File: src/rtl/branch_pkg.sv
// Shared encodings for the branch resolver: op codes, FSM states, flush bound.
package branch_pkg;

    typedef enum logic [2:0] {
        OP_NOP = 3'd0,
        OP_BEQ = 3'd1,
        OP_BNE = 3'd2,
        OP_BLT = 3'd3,
        OP_BGE = 3'd4,
        OP_BLE = 3'd5,
        OP_BGT = 3'd6,
        OP_JMP = 3'd7
    } op_e;

    typedef enum logic [1:0] {
        ST_IDLE  = 2'd0,
        ST_REQ   = 2'd1,
        ST_FLUSH = 2'd2
    } state_e;

    localparam int FLUSH_MAX = 7;
    localparam int CNT_W     = 3;

endpackage

File: src/rtl/branch_cond.sv
// Combinational op/flag decode to taken. Equal overrides LT when both are set,
// so the illegal LT&Equal input behaves as "equal".
module branch_cond
    import branch_pkg::*;
(
    input  logic [2:0] op,
    input  logic       lt,
    input  logic       equal,
    output logic       taken
);

    logic lt_strict;
    logic le;

    assign lt_strict = lt & ~equal;
    assign le        = lt | equal;

    always_comb begin
        taken = 1'b0;
        case (op_e'(op))
            OP_NOP: taken = 1'b0;
            OP_BEQ: taken = equal;
            OP_BNE: taken = ~equal;
            OP_BLT: taken = lt_strict;
            OP_BGE: taken = ~lt_strict;
            OP_BLE: taken = le;
            OP_BGT: taken = ~le;
            OP_JMP: taken = 1'b1;
            default: taken = 1'b0;
        endcase
    end

endmodule

File: src/rtl/branch_resolver.sv
// Resolves branches, issues a held PC redirect until acked, then flushes for FLUSH_CYCLES.
// BRANCH_RESOLVER_STATS_EN adds saturating TakenCount/NotTakenCount outputs.
module branch_resolver
    import branch_pkg::*;
#(
    parameter int FLUSH_CYCLES = 2,
    parameter int ADDR_W       = 16
)
(
    input  logic              CLK,
    input  logic              Reset_n,
    input  logic              Valid,
    output logic              Ready,
    input  logic [2:0]        Op,
    input  logic              LT,
    input  logic              Equal,
    input  logic [ADDR_W-1:0] Target,
    output logic              Redirect,
    output logic [ADDR_W-1:0] RedirectPC,
    input  logic              RedirectAck,
    output logic              Flush,
    output logic              Taken
`ifdef BRANCH_RESOLVER_STATS_EN
    ,
    output logic [15:0]       TakenCount,
    output logic [15:0]       NotTakenCount
`endif
);

    localparam logic             HAS_FLUSH  = (FLUSH_CYCLES > 0);
    localparam logic [CNT_W-1:0] FLUSH_LOAD = CNT_W'(FLUSH_CYCLES);

    state_e            state_q, state_d;
    logic [CNT_W-1:0]  cnt_q, cnt_d;
    logic              cond_taken;
    logic              accept;

    branch_cond u_cond (
        .op    (Op),
        .lt    (LT),
        .equal (Equal),
        .taken (cond_taken)
    );

    always_comb begin
        state_d  = state_q;
        cnt_d    = cnt_q;
        Ready    = 1'b0;
        Redirect = 1'b0;
        Flush    = 1'b0;
        accept   = 1'b0;
        case (state_q)
            ST_IDLE: begin
                Ready  = 1'b1;
                accept = Valid;
                if (Valid && cond_taken) state_d = ST_REQ;
            end
            ST_REQ: begin
                Redirect = 1'b1;
                if (RedirectAck) begin
                    if (HAS_FLUSH) begin
                        state_d = ST_FLUSH;
                        cnt_d   = FLUSH_LOAD;
                    end else begin
                        state_d = ST_IDLE;
                    end
                end
            end
            ST_FLUSH: begin
                Flush = 1'b1;
                // Leaving on count 1 gives exactly FLUSH_CYCLES flush cycles.
                if (cnt_q <= CNT_W'(1)) begin
                    state_d = ST_IDLE;
                    cnt_d   = '0;
                end else begin
                    cnt_d = cnt_q - CNT_W'(1);
                end
            end
            default: begin
                state_d = ST_IDLE;
                cnt_d   = '0;
            end
        endcase
    end

    always_ff @(posedge CLK) begin
        if (!Reset_n) begin
            state_q    <= ST_IDLE;
            cnt_q      <= '0;
            RedirectPC <= '0;
            Taken      <= 1'b0;
        end else begin
            state_q <= state_d;
            cnt_q   <= cnt_d;
            Taken   <= accept & cond_taken;
            if (accept && cond_taken) RedirectPC <= Target;
        end
    end

`ifdef BRANCH_RESOLVER_STATS_EN
    logic counted;
    assign counted = accept && (op_e'(Op) != OP_NOP);

    always_ff @(posedge CLK) begin
        if (!Reset_n) begin
            TakenCount    <= '0;
            NotTakenCount <= '0;
        end else if (counted) begin
            if (cond_taken) begin
                if (TakenCount != 16'hFFFF) TakenCount <= TakenCount + 16'd1;
            end else begin
                if (NotTakenCount != 16'hFFFF) NotTakenCount <= NotTakenCount + 16'd1;
            end
        end
    end
`endif

endmodule

File: config.mk
export PLATFORM = sky130hd
export DESIGN_NAME = branch_resolver
export DESIGN_NICKNAME = d
export VERILOG_FILES = /design/src/rtl/branch_pkg.sv /design/src/rtl/branch_cond.sv /design/src/rtl/branch_resolver.sv
export SDC_FILE = /design/constraint.sdc
export NUM_CORES = 1
export LEC_CHECK = 0
export CAP_MARGIN = 20
export CORE_UTILIZATION = 40
export DETAILED_ROUTE_END_ITERATION = 7
export PLACE_DENSITY = 0.89
export SYNTH_ARGS = -nofsm -noshare
export SYNTH_HDL_FRONTEND = slang
export SYNTH_SLANG_ARGS = --single-unit
File: constraint.sdc
create_clock -name CLK -period 1.95 [get_ports CLK]
set_input_delay 0.39 -clock CLK [delete_from_list [all_inputs] [get_ports CLK]]
set_output_delay 0.39 -clock CLK [all_outputs]
set_load 0.03 [all_outputs]
After elaboration in Yosys (flattened, before gate mapping). Cells that the tools add are included.

Word-level logic and storage cells: 43. Output and inout port bits: 20. Register bits: 22. Input bits: 25.

Reductions and logical operators: 6. Add/sub/neg operators: 1. $lt $le $gt $ge: 1. Bitwise logic cells: 7. Eq/ne operators: 12. Muxes and demuxes: 12.

Operators with widths (number): 3-bit == test, second input constant (4); 3-bit case mux with 3 select lines (1); 1-bit case mux with 8 select lines (1); 3-bit by 2-bit == test with 1-bit output, second input constant (2); 2-bit 2-to-1 mux (3); 3-bit 2-to-1 mux (2); 2-bit inequality test, second input constant (3); 2-bit case mux with 3 select lines (1); 1-bit 2-to-1 mux (4); 1-bit inverter (4); 3-bit by 1-bit == test with 1-bit output, second input constant (1); 3-bit by 1-bit <= comparator with 1-bit output, second input constant (1); 3-bit zero test (1); 3-bit AND reduction (1); 3-bit by 1-bit subtractor with 3-bit output, second input constant (1); 1-bit AND (2); 2-bit by 1-bit == test with 1-bit output, second input constant (1); 2-bit == test, second input constant (1); 1-bit logical AND (2); 2-bit zero test (1); 2-bit AND reduction (1); 1-bit OR (1).

Longest topological paths before layout.
Depth after elaboration: 7. Gate-level depth with buffers: 7. Gate-level depth less buffers: 7.

Modules after synthesis. A second synthesis with hierarchy kept.

Cell total of the unflattened synthesis: 125. Area, all modules: 1053.5 µm².

Modules (own cells, without submodules): branch_resolver (area an instance 977.2 µm², instances 1, cells each 116, sequential area each 440.4 µm²); branch_cond (area an instance 76.3 µm², instances 1, cells each 9, sequential area each 0.0 µm²).

Worst setup path after synthesis. No wires, ideal clock.

Path type: reg-to-reg. From: register state_q[0]. To: register RedirectPC[0]. Cell stages (with the launch flop): 7. Data arrival time: 1422 ps. Buffers on the path: 1. Clock period less this slack: 1552 ps. Library setup time: 130 ps. Data required time: 1820 ps. Path slack: 398 ps. Path through: dfxtp_1 inv_1 ha_1 nand4_1 clkbuf_1 nand3_1 o21ai_0.

Cells in the longest elaborated chain, start to end: 3.

Ends and longest elaborated chain: from (decl) (RTL line branch_resolver.sv:33) `state_e state_q, state_d;`; from (signal assigned) (RTL line branch_resolver.sv:93) `state_q <= state_d;`; 2-bit zero test (RTL line branch_resolver.sv:52) `case (state_q)`; 1-bit 2-to-1 mux (RTL line branch_resolver.sv:52); 1-bit logical AND (RTL line branch_resolver.sv:96) `if (accept && cond_taken) RedirectPC <= Target;`; to (signal assigned) (RTL line branch_resolver.sv:96); to (decl) (RTL line branch_resolver.sv:19) `output logic [ADDR_W-1:0] RedirectPC,`.

No other way between the ends. A chain may end at the register's enable or synchronous reset.

Worst setup path in the final report.
From: register state_q[1]. To: output port Redirect.

Cells in the longest elaborated chain, start to end: 2.

Ends and longest elaborated chain: 2-bit by 1-bit == test with 1-bit output (RTL line branch_resolver.sv:52); 1-bit 2-to-1 mux (RTL line branch_resolver.sv:52); to (decl) (RTL line branch_resolver.sv:18) `output logic Redirect,`.

No other way between the ends.

==> impl_metrics.ini <==
[run_status]
status = finished clean

[clocking]
cts_max_level = 1
cts_max_path_buffers = 2
clock_latency_ns = 0.31
clk_pin_slew_ns = 0.13
postCtsSetupRepairBufs = 0
cts_made_buffers = 3
clock-sinks = 22
ctsHoldBuffers = 0
cts_root_buf = clkbuf_4
cts_tree = yes

[place]
io_buffers = 44
gp_congestion = 0.9098
post-place-ws_ns = -0.04165
hpwlAfterDp_microns = 1860
place_inst = 189
dpl_cell_area_sq_um = 1491

[timing]
finalCritPeriodShare_pct = 93.63
drv_slew = 0
rsz0062_at_grt = false
finalSetupViolCount = 0
relSlewSlack_pct = 74.98
finalHoldViolations = 0
setup_slack_ns = 0.1243
period_needed_ns = 1.826
tns_ns = 0
whs_ns = 0.4641
clock_skew_ns = 0.004187
fmax_mhz = 547.7
worstMarginPinSlew_ns = 0.3741

[worst_setup_path]
r2r_start = state_q[1]
worstSetupPathType = reg -> out
r2r_slack_ns = 0.41
cp-startpoint = state_q[1]
worst_ep_arrival_time_ns = 1.44
worst_ep_required_time_ns = 1.56
critPathCaptureType = output pin
cp-start-kind = register
cp_max_fo = 5

[finish]
final_cell_area_sq_um = 1540
stdcell_count = 193
antenna_cells = 0
final_util_pct = 67.67
area_delta_synth_final_pct = 56.02
drive_gt1_share_pct = 6.667
nets = 196

[grt]
antenna_found_initial = 0
grt_pass1_wl_microns = 3829
grt_max_degree = 34
globalRouteOverflowTotal = 0
grt_pass1_vias = 974
grt_usage_pct = 19.65

[floorplan]
coreArea_sq_um = 2276
ios = 45
die-area_sq_um = 2671
initial_core_util_pct = 43.38
num_rows = 17
fp.dieW_microns = 51.68
fp.dieH_microns = 51.68

[drt]
met2RoutedLength_microns = 1161
via_per_inst = 5.171
drt_iter0_drc = 21
wl_met1_microns = 955
topRoutingLayerUsed = met4
dr_wl_met3_microns = 172
drc = 0
vias = 998
antenna_left = 0
drt_first_pass_iters = 4
avgRoutedWirePerCell_microns = 12.12
wl_microns = 2340

[power_and_ir_drop]
ir_worst_vdd_mv = 0.8700
powerDensity_nw_per_um2 = 757.2
cellLeakagePower_nw = 0.6040
power_mw = 1.166

[synthesis]
synthCells = 120
synthArstFlopShare_pct = 0
synth_top_cell_area_share_pct = 44.61
synthMostInstantiatedCell = dfxtp_1
ys.flop_type = dfxtp_1
synth_common_cells = 22 x dfxtp_1, 18 x nand2_1, 18 x nand3_1
syn_avg_cell_area_sq_um = 8.227
yosys_warnings = 0
synth_nets = 150
synth_top_cell_by_area = dfxtp_1
synth.area.top_cells = dfxtp_1 45%, nand3_1 9.1%, o21ai_0 7.1%, nand2_1 6.8%, ha_1 6.3%
synth_edf_count = 0
synth_area_sq_um = 987.2
yosysUniqueCellTypes = 27
synth-seq-cells = 22
yosysSeqAreaShare_pct = 44.61

[min_path]
hp-class = reg -> reg
holdCritStartpoint = RedirectPC[2]

[run]
drv_cap = 0
==> cell type report <==
cell class	count	area, sq um
clock buffer	3	22.52
clock inverter	1	30.03
fill	193	735.7
inverter	8	30.03
multi-input combinational	83	490.5
sequential	22	440.4
tap	28	35.03
timing repair buffer	48	491.7
==> per-layer routing <==
layer | vias up | global-route usage [%]
met4 | 0 | 9.459
met3 | 6 | 7.310
met2 | 34 | 35.06
met5 | - | 0
li1 | 504 | -
met1 | 454 | 20.00
==> power breakdown <==
part	total, mW	internal, mW	leakage [nW]	switching [mW]
clock network	0.350	0.208	0.0279	0.142
registers	0.497	0.481	0.179	0.0158
logic	0.320	0.147	0.397	0.173
==> cells by family (layout without fill, tap and decap cells) <==
family                   Yosys count  count (layout)  synth area share, %
AO/OA/AOI/OAI                     30              30                18.38
adder cells (fa/ha/maj)            5               5                6.337
buffers and inverters             15              60                5.704
flip-flops                        22              22                44.61
multiplexers                       2               2                2.155
AND/OR/NAND/NOR                   46              46                22.81
==> path summary, 6_finish.rpt <==
check / endpoint / depth (start not counted)
worst max-delay path: Redirect / 3
worst min-delay path: RedirectPC[2] / 2
worst max register to register: cnt_q[0] / 6
worst min register to register: RedirectPC[2] / 2
==> sequential cells by signal, summed over array words and instances, names as in the netlist <==
register,flops
Taken,1
cnt_q,3
RedirectPC,16
state_q,2
==> what timing repair did <==
action / 4_1_cts / 5_1_grt
endpoints found under the hold margin: 0 / 0
resized for setup: 3 / 0
setup endpoints to repair: 3 / 0
==> worst max-delay path: stages, from the launching register on <==
cell and delay [ns]:
dfxtp_1 0.34, inv_1 0.11, ha_1 0.26, dlygate4sd2_1 0.42
==> layout by cell type (no fill, tap or decap), types with 3 or more instances in the layout <==
cell type and n:
clkdlybuf4s50_1 41, dfxtp_1 22, o21ai_1 3, clkbuf_4 3, nor2_1 3, a21oi_1 3, o21ai_0 14, nand2_1 18
ha_1 5, a211oi_1 3, nand3_1 18, inv_1 8, dlygate4sd2_1 3
(Power assumes the default switching activity.)
